==> config.mk <==
export PLATFORM = sky130hd
export DESIGN_NAME = aes_round_key_store_256
export DESIGN_NICKNAME = d
export VERILOG_FILES = /design/src/rtl/aes_round_key_store_256.sv
export SDC_FILE = /design/constraint.sdc
export NUM_CORES = 2
export LEC_CHECK = 0
export ABC_AREA = 1
export BUFFER_PORTS_ARGS = -buffer_cell sky130_fd_sc_hd__buf_2
export CAP_MARGIN = 20
export CORE_AREA = 5 5 764 539
export CTS_CLUSTER_DIAMETER = 120
export DETAILED_ROUTE_END_ITERATION = 10
export DIE_AREA = 0 0 769 544
export PLACE_DENSITY = 0.43
export SLEW_MARGIN = 20
export SYNTH_ARGS = -nofsm -noshare
export SYNTH_HDL_FRONTEND = slang
export SYNTH_SLANG_ARGS = --single-unit
==> constraint.sdc <==
create_clock -name clk -period 14.3 [get_ports clk]
set_input_delay 0.715 -clock clk [delete_from_list [all_inputs] [get_ports clk]]
set_output_delay 0.715 -clock clk [all_outputs]
set_load 0.05 [all_outputs]
==> src/rtl/aes_round_key_store_256.sv <==
// aes_round_key_store_256
//
// Round-key buffer placed directly downstream of the AES-256 key expander.
// A load request captures round keys 0 and 1 from the 256-bit cipher key.
// The buffer then absorbs round keys 2..NR, which the expander streams in
// order. After that, any round key can be read by index through a
// registered read port. This lets the round engine access keys in any
// order, including NR down to 0 for decryption.
//
// Ports:
//   clk          clock
//   reset        synchronous, active-high reset
//   load_start   one-cycle pulse: begin a new key load (any state)
//   cipher_key   256-bit cipher key, sampled on load_start
//   exp_valid    expander beat valid
//   exp_key      expanded round key, arriving in order 2..NR
//   busy         fill in progress
//   keys_ready   all NR+1 keys stored and readable
//   err_overflow sticky: exp_valid seen outside FILL
//   rd_en        read request
//   rd_round     round index to read
//   rd_key       registered read data (holds its value when no read is accepted)
//   rd_valid     rd_key updated by a read accepted on the previous edge

module aes_round_key_store_256 #(
    parameter int NR = 14,
    parameter int KW = 128
) (
    input  logic            clk,
    input  logic            reset,
    input  logic            load_start,
    input  logic [2*KW-1:0] cipher_key,
    input  logic            exp_valid,
    input  logic [KW-1:0]   exp_key,
    output logic            busy,
    output logic            keys_ready,
    output logic            err_overflow,
    input  logic            rd_en,
    input  logic [3:0]      rd_round,
    output logic [KW-1:0]   rd_key,
    output logic            rd_valid
);

    localparam logic [3:0] LAST_IDX = 4'(NR);

    typedef enum logic [1:0] {
        ST_IDLE  = 2'd0,
        ST_FILL  = 2'd1,
        ST_READY = 2'd2
    } state_t;

    state_t        state_r;
    logic [3:0]    wr_ptr_r;
    logic [KW-1:0] key_mem_r [0:NR];
    logic          rd_accept_s;

    // A read is served only once the full key schedule is stored and the index is in range.
    always_comb begin
        rd_accept_s = 1'b0;
        if (rd_en && keys_ready && (rd_round <= LAST_IDX)) begin
            rd_accept_s = 1'b1;
        end else begin
            rd_accept_s = 1'b0;
        end
    end

    // Fill FSM: key capture, expander beat absorption, and the status flags.
    always_ff @(posedge clk) begin
        if (reset) begin
            state_r      <= ST_IDLE;
            wr_ptr_r     <= 4'd0;
            busy         <= 1'b0;
            keys_ready   <= 1'b0;
            err_overflow <= 1'b0;
            for (int i = 0; i <= NR; i++) begin
                key_mem_r[i] <= {KW{1'b0}};
            end
        end else if (load_start) begin
            // load_start wins over a coincident beat; that beat is dropped silently.
            key_mem_r[0] <= cipher_key[2*KW-1:KW];
            key_mem_r[1] <= cipher_key[KW-1:0];
            wr_ptr_r     <= 4'd2;
            busy         <= 1'b1;
            keys_ready   <= 1'b0;
            err_overflow <= 1'b0;
            state_r      <= ST_FILL;
        end else if (exp_valid) begin
            case (state_r)
                ST_FILL: begin
                    key_mem_r[wr_ptr_r] <= exp_key;
                    wr_ptr_r            <= wr_ptr_r + 4'd1;
                    if (wr_ptr_r == LAST_IDX) begin
                        busy       <= 1'b0;
                        keys_ready <= 1'b1;
                        state_r    <= ST_READY;
                    end
                end
                ST_IDLE, ST_READY: begin
                    // The expander should be silent here; keep the data out and flag it.
                    err_overflow <= 1'b1;
                end
                default: begin
                    state_r      <= ST_IDLE;
                    busy         <= 1'b0;
                    keys_ready   <= 1'b0;
                    err_overflow <= 1'b1;
                end
            endcase
        end
    end

    // Registered read port; reads see the storage as it was before the edge.
    always_ff @(posedge clk) begin
        if (reset) begin
            rd_key   <= {KW{1'b0}};
            rd_valid <= 1'b0;
        end else if (rd_accept_s) begin
            rd_key   <= key_mem_r[rd_round];
            rd_valid <= 1'b1;
        end else begin
            rd_valid <= 1'b0;
        end
    end

endmodule

==> results by group <==
Drt
  – Wire length on met2: 179 mm
  – Drt wl/cell: 24.0 µm
  – Routed vias: 76200
  – Routed wire length: 399 mm
  – Routed Antenna Nets: 0
  – DR pass1 iterations: 6
  – Routed met3 length: 21.1 mm
  – Drc violations: 0
  – Via/cell ratio: 4.57
  – Top routing layer in use: met5
  – Metal-1 WL: 192 mm
  – DRT iter0 DRCs: 7105

Finish
  – Share of layout cells above drive strength 1: 9.96%
  – Area grow syn2layout: 16.3%
  – Fin util: 28.9%
  – Most common cell after layout, fill and taps aside: nand2_1
  – Fillers: 42700
  – Layout Nets: 11500
  – Leading cell types in the layout, fill and taps excluded: nand2_1 (2914), edfxtp_1 (2048), nor2_1 (1942)

Placed design
  – Port bufs: 524
  – RD Place Congestion: 0.731
  – Post-DP HPWL: 220 mm

Clock network
  – Cts repair resizes: 0
  – CTS Sinks: 2184
  – CTS tree: yes
  – Longest Clk Path Bufs: 4
  – CTS H-tree depth: 4
  – TritonCTS buffer count: 241
  – Reg clk slew, reported paths: 60 ps
  – Post-CTS Setup Inserts: 0
  – Clock Latency Late Sink: 970 ps
  – Root Buffer: clkbuf_16

Power
  – Peak supply drop: 109 µV
  – Seq pwr share: 49.3%
  – Net Sw Frac: 25.5%
  – Pwr dens: 126 mW/mm²
  – Static leakage: 48.7 nW
  – Comb power frac: 7.9%
  – P_int: 0.0110 W
  – Clock group share of total power: 42.8%
  – Sw power: 0.00375 W

Yosys
  – Post-Synthesis Cells: 10900
  – Sequential share of the synthesized area: 63.9%
  – Post-Syn Area: 0.100 mm²
  – Synth Net Count: 11300
  – Synth Register Bits: 2184
  – Post-synthesis average cell area: 9.23 µm²
  – Synth warn: 0
  – Netlist cell types: 23

Timing
  – Setup Skew: 79.5 ps
  – Max Fclk: 0.220 GHz
  – Final Hold Viols: 0
  – Rel. slew slack: 24.4%
  – Setup TNS: 0 ps
  – Final setup fails: 0
  – Fin. max-slew vios: 0
  – RSZ-0062 raised after global routing: false
  – Worst-margin pin slew: 1130 ps
  – Fin crit period: 4540 ps
  – Crit share post-route: 31.7%

Run
  – Max-cap viol count: 0

Worst setup path
  – CP top delay family: simple AND/OR/NAND/NOR gates
  – Crit path required time: 14820 ps
  – Critical R2R Capture: key_mem_r[2][38]
  – Kind of critical path: flop to flop
  – Crit-path slowest cell: nand2_4
  – CP cell instances: buf_4 -> nor2_2 -> inv_2 -> nor2_4 -> inv_2 -> nor2_2 -> nand2_4 -> nand2_4 -> buf_4 -> buf_4
  – Critical path depth: 10
  – Crit-path max cell delay: 1070 ps
  – Reg2reg start: keys_ready
  – Startpoint Class: flop
  – Reg2Reg Setup Slack: 9760 ps
  – Worst r2r path cells: 10
  – CP Capture Type: flop
  – WP buf/inv: 5
  – Crit path top cell by count: buf_4
  – WP data arrival: 5060 ps
  – Crit-path max FO: 49

Hold path
  – Worst Hold Path EP: key_mem_r[15][31]
  – Hold Crit Depth: 1
  – Worst min path class: input port to flop
  – Hold Path Origin: exp_key[31]

Floorplan
  – Die height: 544 µm
  – Core box area: 0.404 mm²
  – Initial Util: 24.8%
  – Die Area: 0.418 mm²
  – Die W: 769 µm
  – Num ports: 525
  – Row count: 196

Global routing
  – Initial antenna violation count: 24
  – Total grt overflow: 0
  – Total GRT Usage: 18.5%
  – Number of global-route vias before repair: 74700
  – First-pass GRT wire length: 571 mm
  – Largest net degree at the start of global routing: 194

Run status
  – Status: completed
through the flow:
step / power [W] / hold WS (ps) / worst slack, ps / instance area (µm²) / cells
floorplan: 0.00805 / 485 / 3780 / 100000 / 10900
global placement: 0.00854 / 503 / 8850 / 107000 / 16000
detailed placement: 0.00854 / 500 / 8780 / 107000 / 16000
CTS: 0.0149 / 0.741 / 9620 / 117000 / 16700
global route: 0.0153 / 35.0 / 9490 / 117000 / 16700
finish: 0.0147 / 83.4 / 9760 / 117000 / 16700
cells by family (layout without fill, tap and decap cells):
kind of cell | after synthesis | count (layout) | share of synthesized area (%)
adders and majority gates | 4 | 4 | 0.0498
other | 0 | 11 | 0
and+or+nand+nor | 6673 | 6673 | 27.3
buffers and inverters | 1690 | 2116 | 7.07
DFF | 2184 | 2184 | 63.9
AOI/OAI and AO/OA | 336 | 336 | 1.68
sequential cells by signal (all words and copies together), names as in the netlist:
signal,cells
rd_key,128
key_mem_r,2048
state_r,1
wr_ptr_r,4
keys_ready,1
rd_valid,1
err_overflow,1
worst max-delay path by stage:
stage                       end  slack [ps]       start
2_1_floorplan  key_mem_r[15][0]        3780  state_r[0]
6_report       key_mem_r[2][38]        9760  keys_ready
3_5_place_dp   key_mem_r[2][37]        8780       reset
3_3_place_gp   key_mem_r[2][37]        8850       reset
4_1_cts        key_mem_r[2][38]        9620  keys_ready
5_1_grt        key_mem_r[2][38]        9490  keys_ready
area by class of cell:
cell class	instances	area (µm²)	share of cell area, %
multi-input cells	7013	29400	25.1
repair buffers	841	5700	4.88
flip-flops and latches	2184	64200	55.0
inverters	827	3140	2.69
clock buffers	332	6510	5.57
diodes	11	27.5	0.0236
well taps	5346	6690	5.72
clock inverters	116	1170	1.00
synth_stat cells:
cell,n,share of area (%)
nand2_1,2944,11
edfxtp_1,2048,61
nor2_1,1943,7.3
nand3_1,1696,8.4
inv_1,820,3.1
clkbuf_1,414,1.5
buf_2,305,1.5
o21ai_1,220,1.1
dfxtp_1,136,2.7
o21ai_0,92,0.46
or2_2,80,0.50
buf_1,65,0.24
buf_4,58,0.43
a21oi_1,23,0.11
buf_6,21,0.24
inv_2,5,0.019
ha_1,4,0.050
nor2_4,4,0.045
nor3_1,3,0.015
clkinv_1,2,0.0075
nor2_2,2,0.012
nand4_1,1,0.0062
o21a_1,1,0.0075
power groups by stage:
| stage | clock [W] | sequential [W] | combinational (W) |
|---|---|---|---|
| final | 0.00630 | 0.00725 | 0.00117 |
| after CTS | 0.00645 | 0.00725 | 0.00119 |
| after detailed placement | 0 | 0.00739 | 0.00115 |
| after global placement | 0 | 0.00739 | 0.00115 |
| after global routing | 0.00672 | 0.00727 | 0.00128 |
| after floorplan | 0 | 0.00740 | 0.000650 |
repair_timing:
item / 4_1_cts / 5_1_grt
hold buffers: 166 / 0
hold endpoints to repair: 166 / 0
setup endpoints to repair: 0 / 0
layer usage:
metal	vias up	GRT usage [%]
met5	-	0
met4	2	3.62
met3	393	2.37
met2	2209	29.4
met1	37700	27.1
li1	35900	-
(Power assumes the default switching activity.)
